$ cat config.mk
export PLATFORM = sky130hd
export DESIGN_NAME = pmem_arbiter
export DESIGN_NICKNAME = d
export VERILOG_FILES = /design/src/rtl/pmem_pkg.sv /design/src/rtl/pmem_arb_grant.sv /design/src/rtl/pmem_arbiter.sv
export SDC_FILE = /design/constraint.sdc
export NUM_CORES = 2
export LEC_CHECK = 0
export CORE_AREA = 2 2 519 521
export DETAILED_ROUTE_END_ITERATION = 8
export DIE_AREA = 0 0 521 523
export GPL_ROUTABILITY_DRIVEN = 1
export MAX_ROUTING_LAYER = met4
export PLACE_DENSITY_LB_ADDON = 0.12
export SLEW_MARGIN = 5
export SYNTH_ARGS = -nofsm -noshare
export SYNTH_HDL_FRONTEND = slang
export SYNTH_SLANG_ARGS = --single-unit
$ cat constraint.sdc
create_clock -name clk -period 2 [get_ports clk]
set_input_delay 0.2 -clock clk [delete_from_list [all_inputs] [get_ports clk]]
set_output_delay 0.2 -clock clk [all_outputs]
set_load 0.05 [all_outputs]
$ cat src/rtl/pmem_pkg.sv
// Shared constants and types for the line-memory initiator (pmem_arbiter).
// PMEM_ARB_RR_EN selects round-robin arbitration in pmem_arb_grant.
package pmem_pkg;

    localparam int LINE_W   = 256;
    localparam int ADDR_W   = 16;
    localparam int OFFSET_W = 5;

    localparam logic [ADDR_W-1:0] LINE_ALIGN_MASK = {{(ADDR_W-OFFSET_W){1'b1}}, {OFFSET_W{1'b0}}};

    typedef enum logic [1:0] {
        IDLE    = 2'd0,
        BUSY    = 2'd1,
        DONE    = 2'd2,
        RECOVER = 2'd3
    } arb_state_t;

    typedef enum logic {
        ICACHE = 1'b0,
        DCACHE = 1'b1
    } client_t;

    // Clears the byte offset so the memory always sees a line-aligned address.
    function automatic logic [ADDR_W-1:0] line_align(input logic [ADDR_W-1:0] addr);
        return addr & LINE_ALIGN_MASK;
    endfunction

endpackage

$ cat src/rtl/pmem_arb_grant.sv
// Grant selection between icache and dcache requests.
// With PMEM_ARB_RR_EN a pointer flop alternates winners on contention; otherwise dcache wins.
module pmem_arb_grant
    import pmem_pkg::*;
(
`ifdef PMEM_ARB_RR_EN
    input  logic    clk,
    input  logic    rst,
    input  logic    grant_en,
`endif
    input  logic    i_req,
    input  logic    d_req,
    output client_t grant
);

`ifdef PMEM_ARB_RR_EN
    client_t rr_ptr_r;

    // Contention goes to the client named by the pointer
    always_comb begin
        grant = ICACHE;
        if (i_req && d_req) begin
            grant = rr_ptr_r;
        end else if (d_req) begin
            grant = DCACHE;
        end else begin
            grant = ICACHE;
        end
    end

    // Pointer names the client that was not served by the latest grant
    always_ff @(posedge clk) begin
        if (rst) begin
            rr_ptr_r <= DCACHE;
        end else if (grant_en) begin
            rr_ptr_r <= (grant == DCACHE) ? ICACHE : DCACHE;
        end else begin
            rr_ptr_r <= rr_ptr_r;
        end
    end
`else
    // Fixed priority: dcache first
    always_comb begin
        grant = ICACHE;
        if (d_req) begin
            grant = DCACHE;
        end else if (i_req) begin
            grant = ICACHE;
        end else begin
            grant = ICACHE;
        end
    end
`endif

endmodule

$ cat src/rtl/pmem_arbiter.sv
// Arbitrates icache and dcache line requests onto one physical-memory port.
// Optional round-robin arbitration is enabled by defining PMEM_ARB_RR_EN.
module pmem_arbiter
    import pmem_pkg::*;
(
    input  logic              clk,
    input  logic              rst,
    input  logic              i_read,
    input  logic [ADDR_W-1:0] i_address,
    output logic              i_resp,
    output logic [LINE_W-1:0] i_rdata,
    input  logic              d_read,
    input  logic              d_write,
    input  logic [ADDR_W-1:0] d_address,
    input  logic [LINE_W-1:0] d_wdata,
    output logic              d_resp,
    output logic [LINE_W-1:0] d_rdata,
    output logic              pmem_read,
    output logic              pmem_write,
    output logic [ADDR_W-1:0] pmem_address,
    output logic [LINE_W-1:0] pmem_wdata,
    input  logic              pmem_resp,
    input  logic [LINE_W-1:0] pmem_rdata
);

    arb_state_t        state_r, state_s;
    client_t           owner_r, owner_s, grant_s;
    logic              pmem_read_r, pmem_read_s;
    logic              pmem_write_r, pmem_write_s;
    logic [ADDR_W-1:0] pmem_address_r, pmem_address_s;
    logic [LINE_W-1:0] pmem_wdata_r, pmem_wdata_s;
    logic              i_resp_r, i_resp_s, d_resp_r, d_resp_s;
    logic [LINE_W-1:0] i_rdata_r, i_rdata_s, d_rdata_r, d_rdata_s;
    logic              d_req_s, any_req_s;

    assign d_req_s   = d_read | d_write;
    assign any_req_s = i_read | d_req_s;

    pmem_arb_grant u_grant (
`ifdef PMEM_ARB_RR_EN
        .clk      (clk),
        .rst      (rst),
        .grant_en ((state_r == IDLE) && any_req_s),
`endif
        .i_req    (i_read),
        .d_req    (d_req_s),
        .grant    (grant_s)
    );

    // Next-state and next-register values; everything holds unless a state acts
    always_comb begin
        state_s        = state_r;
        owner_s        = owner_r;
        pmem_read_s    = pmem_read_r;
        pmem_write_s   = pmem_write_r;
        pmem_address_s = pmem_address_r;
        pmem_wdata_s   = pmem_wdata_r;
        i_resp_s       = 1'b0;
        d_resp_s       = 1'b0;
        i_rdata_s      = i_rdata_r;
        d_rdata_s      = d_rdata_r;
        case (state_r)
            IDLE: begin
                if (any_req_s) begin
                    owner_s = grant_s;
                    state_s = BUSY;
                    if (grant_s == DCACHE) begin
                        pmem_address_s = line_align(d_address);
                        pmem_wdata_s   = d_wdata;
                        pmem_write_s   = d_write;
                        pmem_read_s    = ~d_write;
                    end else begin
                        pmem_address_s = line_align(i_address);
                        pmem_write_s   = 1'b0;
                        pmem_read_s    = 1'b1;
                    end
                end else begin
                    state_s = IDLE;
                end
            end
            BUSY: begin
                if (pmem_resp) begin
                    pmem_read_s  = 1'b0;
                    pmem_write_s = 1'b0;
                    state_s      = DONE;
                    if (owner_r == DCACHE) begin
                        d_rdata_s = pmem_rdata;
                        d_resp_s  = 1'b1;
                    end else begin
                        i_rdata_s = pmem_rdata;
                        i_resp_s  = 1'b1;
                    end
                end else begin
                    state_s = BUSY;
                end
            end
            // Client still holds its request here; moving on prevents a re-grant
            DONE:    state_s = RECOVER;
            RECOVER: state_s = IDLE;
            default: begin
                state_s      = IDLE;
                pmem_read_s  = 1'b0;
                pmem_write_s = 1'b0;
            end
        endcase
    end

    // State and datapath registers
    always_ff @(posedge clk) begin
        if (rst) begin
            state_r        <= IDLE;
            owner_r        <= ICACHE;
            pmem_read_r    <= 1'b0;
            pmem_write_r   <= 1'b0;
            pmem_address_r <= {ADDR_W{1'b0}};
            pmem_wdata_r   <= {LINE_W{1'b0}};
            i_resp_r       <= 1'b0;
            d_resp_r       <= 1'b0;
            i_rdata_r      <= {LINE_W{1'b0}};
            d_rdata_r      <= {LINE_W{1'b0}};
        end else begin
            state_r        <= state_s;
            owner_r        <= owner_s;
            pmem_read_r    <= pmem_read_s;
            pmem_write_r   <= pmem_write_s;
            pmem_address_r <= pmem_address_s;
            pmem_wdata_r   <= pmem_wdata_s;
            i_resp_r       <= i_resp_s;
            d_resp_r       <= d_resp_s;
            i_rdata_r      <= i_rdata_s;
            d_rdata_r      <= d_rdata_s;
        end
    end

    assign pmem_read    = pmem_read_r;
    assign pmem_write   = pmem_write_r;
    assign pmem_address = pmem_address_r;
    assign pmem_wdata   = pmem_wdata_r;
    assign i_resp       = i_resp_r;
    assign i_rdata      = i_rdata_r;
    assign d_resp       = d_resp_r;
    assign d_rdata      = d_rdata_r;

endmodule

Word level (Yosys, flattened, before mapping)

Index checks and enable logic that the tools add are counted.

Eq/ne operators: 5
Mux-type cells: 14
Bitwise gates (word level): 6
Reductions and logical operators: 8

Operators by type and width:

| kind                                                | count |
|---|---|
| two-way mux 16 bit                                  | 1 |
| AND reduction 3 bit                                 | 4 |
| two-way mux 1 bit                                   | 9 |
| one-hot mux 2 bit (4 select lines)                  | 1 |
| equality test 2 bit, second input constant          | 2 |
| inequality test 2 bit, second input constant        | 2 |
| NOT 1 bit                                           | 4 |
| one-hot mux 1 bit (2 select lines)                  | 2 |
| OR reduction 3 bit                                  | 1 |
| equality test 2 x 1 -> 1 bit, second input constant | 1 |
| logical NOT 2 bit                                   | 1 |
| two-way mux 2 bit                                   | 1 |
| bitwise OR 1 bit                                    | 2 |
| AND reduction 2 bit                                 | 1 |
| nonzero test 2 bit                                  | 1 |

Flip-flop bits (word level): 791
Input bits: 550

Logic depth before layout (Yosys ltp)

Word-level depth: 5
Mapped depth: 7
Gate-level depth less buffers: 3

Cells and area by module

Synthesis repeated with hierarchy kept, for this count alone.

Cell total of the unflattened synthesis: 3480
Area, all modules: 29366.9 µm²

By module, submodules not included:

| module         | times used | cells each | area each (µm²) | sequential area each (µm²) |
|---|---|---|---|---|
| pmem_arbiter   | 1          | 3479       | 29359.4         | 15735.1 |
| pmem_arb_grant | 1          | 1          | 7.5             | 0.0 |

Worst setup path before layout

No wires, ideal clock.

Path type: register to register
Start: register state_r[0]
End: register owner_r
Library setup time: 0.132 ns
Arrival: 1.267 ns
Required time: 1.868 ns
Slack: 0.601 ns
Cell stages (with the launch flop): 8
Buffers on the path: 4
Period minus slack after synthesis: 1.399 ns
Cell sequence: dfxtp_1 > buf_4 > or2_1 > buf_2 > buf_6 > buf_2 > o21ai_0 > a21oi_1

Longest elaborated chain between the ends: 2

Ends and longest elaborated chain:

| what                          | RTL line            | source |
|---|---|---|
| start, declared               | pmem_arbiter.sv:26  | `arb_state_t state_r, state_s;` |
| start signal, assigned        | pmem_arbiter.sv:122 | `state_r <= state_s;` |
| logical NOT 2 bit             | pmem_arbiter.sv:62  | `case (state_r)` |
| AND reduction 2 bit (no line) | n/a                 |  |
| end signal, assigned          | pmem_arbiter.sv:123 | `owner_r <= owner_s;` |
| end, declared                 | pmem_arbiter.sv:27  | `client_t owner_r, owner_s, grant_s;` |

No other way between the ends.
A chain may end at the register's enable or synchronous reset.

Final worst setup path

Start: register pmem_wdata_r[252] (netlist: pmem_wdata[252])
End: output pmem_wdata[252]

RTL lines:

| what                   | RTL line            | source |
|---|---|---|
| start, declared        | pmem_arbiter.sv:31  | `logic [LINE_W-1:0] pmem_wdata_r, pmem_wdata_s;` |
| start signal, assigned | pmem_arbiter.sv:116 | `pmem_wdata_r <= {LINE_W{1'b0}};` |
| start signal, assigned | pmem_arbiter.sv:127 | `pmem_wdata_r <= pmem_wdata_s;` |
| end, declared          | pmem_arbiter.sv:21  | `output logic [LINE_W-1:0] pmem_wdata,` |

No word-level cell between the ends.

==> results.md <==
- The CTS tree is yes.
- The number of sinks handled by clock tree synthesis is roughly 790.
- Summing all placed instances gives a cell area of 0.0460 mm2.
- The total area inside the core boundary comes to 0.267 mm2.
- Counting along the longest clock path gives a buffer depth of 3.
- The detailed router put a total of 73400 um of wire on met1.
- Sorting the synthesized cells by how often they occur yields sky130_fd_sc_hd__nand2_1, sky130_fd_sc_hd__dfxtp_1, sky130_fd_sc_hd__a21oi_1, sky130_fd_sc_hd__nand3_1, sky130_fd_sc_hd__o21ai_0.
- The leakage power total is roughly 21 nW.
- The sum of routed wire length over all layers is around 190000 um.
- The overall power consumption is 47.6 mW.
- The required arrival time at the worst endpoint is roughly 1800 ps.
- Across all layers, the routed design uses 31300 vias.
- The area fraction of the dominant cell type after synthesis is 55.6%.
- The post-route worst setup slack is 100 ps.
- The worst-skew pair later-pin latency is about 750 ps.
- The layout overhead on the synthesized area is 87.7%.
- 1338 I/O pins were placed.
- The minimum period implied by the final worst setup slack is 1900 ps.
- The total global routing overflow is 0.
- The count of endpoints failing hold in the final timing report is 0.
- The starting density of the core is between 10% and 20%.
- The setup check on the worst reg-to-reg path leaves a slack of ~210 ps.
- For this run, asynchronously set or reset flops after synthesis account for 0%.
- The post-placement setup slack is -14.8 ps.
- The pin count of the biggest net entering global routing is a little over 100.
- The number of cells produced by synthesis is 3494.
- The remaining antenna violation count is 0.
- The number of global-route vias before repair was 31800.
- The maximum level of the CTS H-tree is 3.
- The run finished with clean final reports.
- Counting cells, the worst reg-to-reg path comes to 5.
- The number of clock buffers added by TritonCTS is between 100 and 150.
- Once detailed placement completed, the half-perimeter wirelength came to around 140000 um.
- In this run the number of cells on the critical path is 1.
- The upper clock frequency limit is between 500 and 600 MHz.
- The critical path is of the register to primary output type.
- Measured against its own limit, the worst slew margin works out to 57.0%.
- The global routing usage summed across all routing layers is 13.5%.
- The highest net fanout along the worst path is 2.
- The number of synthesized flops with an enable pin is 0.
- The number of unique standard cell types used by synthesis is 28.
- The final-layout fill cell count is 30000.
- The yosys synthesis warning count is 0.
- The capture point of the worst reg-to-reg path is d_rdata[254].
- Across the run, the number of max-cap violations was 0.
- By area the synthesized netlist is led by sky130_fd_sc_hd__dfxtp_1, sky130_fd_sc_hd__nand2_1, sky130_fd_sc_hd__a21oi_1.
- The largest stage delay on the critical path is about 630 ps.
- With fillers left out, the area of the finished cells amounts to 0.0531 mm2.
- The total power per unit cell area is between 800 and 900 mW/mm2.
- STA classifies the critical path endpoint as a primary output.
- The number of buffers and inverters on the critical path is 1.
- The cell area after technology mapping is 0.0283 mm2.
- The number of pins with negative max-slew slack in the final report is 0.
- The first detailed-routing pass took 5 iterations.
- Setup violations remaining at the end of the flow were counted as 0.
- Between clock sinks in the finished design, the worst skew comes to 38.2 ps.
- The origin of the critical flop-to-flop path is state_r[0].
- In the post-synthesis netlist, the cell with the most instances is sky130_fd_sc_hd__nand2_1.
- For the pin with the worst max-slew slack, the measured transition is 646 ps.
- After clock tree synthesis, the clock-pin slew on the worst setup and hold paths is about 60 ps.
- Summed over all nets, wire length on met3 after detailed routing comes to 15600 um.
- The last element of the critical path is pmem_wdata[252].
- The largest voltage drop on the vdd net is 0.000748 V.
- For this run, the leading register cell type out of synthesis is sky130_fd_sc_hd__dfxtp_1.
- Among cell families on the critical path, the largest total delay comes from buffers and inverters.
- The nature of the critical path startpoint is a register.
- The critical path goes through dlygate4sd2_1.
- The DRC violation count after routing is 0.
- Counting tap cells, the placed design contains a total of 8233 instances.
- The cell with the largest stage delay on the worst path is sky130_fd_sc_hd__dlygate4sd2_1.
- The tree is rooted in a sky130_fd_sc_hd__clkbuf_16.
- The total length of routed met2 wires is 94100 um.
- The critical path starts at pmem_wdata[252].
- After detailed routing, the number of vias per cell comes to 3.52.
- The die boundary height is 523 um.
- The worst hold path belongs to the class input port to register.
- The global placer's final weighted congestion is slightly below 0.8.
- The quantity of I/O buffers inserted on ports is 1322.
- Dividing the detail-routed wire length by the instance count gives 21.0 um.
- Signal routing reaches up to met4.
- The post-synthesis area per instance is 8.10 um2.
- Excluding fillers, the count of instances in the completed layout stands at 8905.
- The first global-routing pass estimated between 200000 and 300000 um of wire.
- The biggest area contributor in the post-synthesis netlist is sky130_fd_sc_hd__dfxtp_1.
- The die width is approximately 520 um.
- After synthesis the netlist holds a flip-flop and latch count of 786.
- The number of antenna violations at the first check in global routing was between 80 and 90.
- The sequential cell area fraction in the yosys report is a little under three fifths.
- The DRC marker count from the first detailed-route iteration is 1372.
- The number of placement rows is 190.
- The count of nets after finishing is 5745.
- The full die area is 0.272 mm2.
- Cells with a size suffix above 1 make up between 10% and 20% of the layout.
- The worst path arrival time is 1700 ps.
- The final cycle utilization of the critical path is a little over nine tenths.
-- routing by layer --
layer | GRT usage, % | vias up
met4 | 2.91 | 0
li1 | - | 15200
met2 | 23.7 | 1066
met5 | - | -
met3 | 4.90 | 190
met1 | 14.5 | 14900
-- how the worst min path moves through the flow --
stage                      endpoint  cells after the start             from
finish              pmem_wdata[127]                      3     d_wdata[127]
global route           i_rdata[127]                      3  pmem_rdata[127]
CTS                    d_rdata[127]                      3  pmem_rdata[127]
detailed placement     d_rdata[192]                      2     d_rdata[192]
global placement        i_rdata[51]                      2      i_rdata[51]
floorplan                state_r[0]                      1        pmem_resp
-- layout by cell type (no fill, tap or decap), types with 2 or more instances in the layout --
master / netlist / layout
sky130_fd_sc_hd__nor2_4: 2 / 2
sky130_fd_sc_hd__clkdlybuf4s50_1: 0 / 538
sky130_fd_sc_hd__nand2_1: 1047 / 1047
sky130_fd_sc_hd__inv_1: 2 / 2
sky130_fd_sc_hd__clkdlybuf4s15_2: 0 / 25
sky130_fd_sc_hd__clkbuf_2: 1 / 5
sky130_fd_sc_hd__bufinv_16: 0 / 3
sky130_fd_sc_hd__a311oi_1: 11 / 11
sky130_fd_sc_hd__nor2_1: 4 / 4
sky130_fd_sc_hd__dlygate4sd3_1: 0 / 406
sky130_fd_sc_hd__diode_2: 0 / 70
sky130_fd_sc_hd__clkdlybuf4s15_1: 0 / 68
sky130_fd_sc_hd__clkinv_2: 0 / 10
sky130_fd_sc_hd__o21ai_1: 104 / 104
sky130_fd_sc_hd__conb_1: 1 / 5
sky130_fd_sc_hd__clkbuf_1: 127 / 33
sky130_fd_sc_hd__clkbuf_8: 0 / 31
sky130_fd_sc_hd__buf_12: 0 / 62
sky130_fd_sc_hd__nand3_1: 257 / 257
sky130_fd_sc_hd__clkinvlp_4: 0 / 3
sky130_fd_sc_hd__nand3b_1: 4 / 4
sky130_fd_sc_hd__clkbuf_16: 0 / 108
sky130_fd_sc_hd__dlygate4sd2_1: 0 / 541
sky130_fd_sc_hd__inv_6: 0 / 2
sky130_fd_sc_hd__o21ai_0: 156 / 156
sky130_fd_sc_hd__a21oi_1: 781 / 781
sky130_fd_sc_hd__clkinv_4: 0 / 2
sky130_fd_sc_hd__dfxtp_1: 786 / 786
sky130_fd_sc_hd__buf_2: 113 / 5
sky130_fd_sc_hd__clkinv_16: 0 / 3
sky130_fd_sc_hd__or2_4: 0 / 2
sky130_fd_sc_hd__buf_4: 43 / 267
-- through the flow --
stage | hold slack (ps) | TNS (ps) | util [%]
6_report | 93.2 | 0 | 19.9
5_1_grt | 17.3 | -27.6 | 19.9
4_1_cts | 0.225 | 0 | 19.8
3_5_place_dp | 446 | -33.4 | 17.2
3_3_place_gp | 442 | -151 | 17.2
2_1_floorplan | 302 | 0 | -
-- sequential cells by signal (all words and copies together), names as in the netlist, named ones only --
name,cells
pmem_write,1
pmem_wdata,256
state_r,1
pmem_read,1
d_rdata,256
i_resp,1
pmem_address,11
owner_r,1
d_resp,1
i_rdata,256
-- layout make-up --
class	instances	area (um2)	area share, %
Antenna cell	70	175	0.330
Clock buffer	172	3250	6.12
Clock inverter	24	308	0.580
Inverter	2	7.51	0.0141
Multi-Input combinational cell	2381	10700	20.2
Sequential cell	786	15700	29.6
Tap cell	3552	4440	8.37
Timing Repair Buffer	1918	18500	34.8
-- power by group --
part / switching, mW / internal (mW)
logic: 7.12 / 3.67
registers: 0.509 / 16.6
clock network: 8.22 / 11.5
total: 15.8 / 31.8
-- what timing repair did --
action                     4_1_cts  5_1_grt
gates resized for setup        768       24
buffers inserted                 0        0
setup endpoints to repair      644       24
hold buffers                   406        0
hold endpoints to repair       587        0
-- cells by family after synthesis --
group           synth area share (%)
simple gates                    18.9
compound gates                  18.8
buf+inv                         6.63
flops                           55.6
other cells                   0.0133
Power figures use the tool's default switching activity.
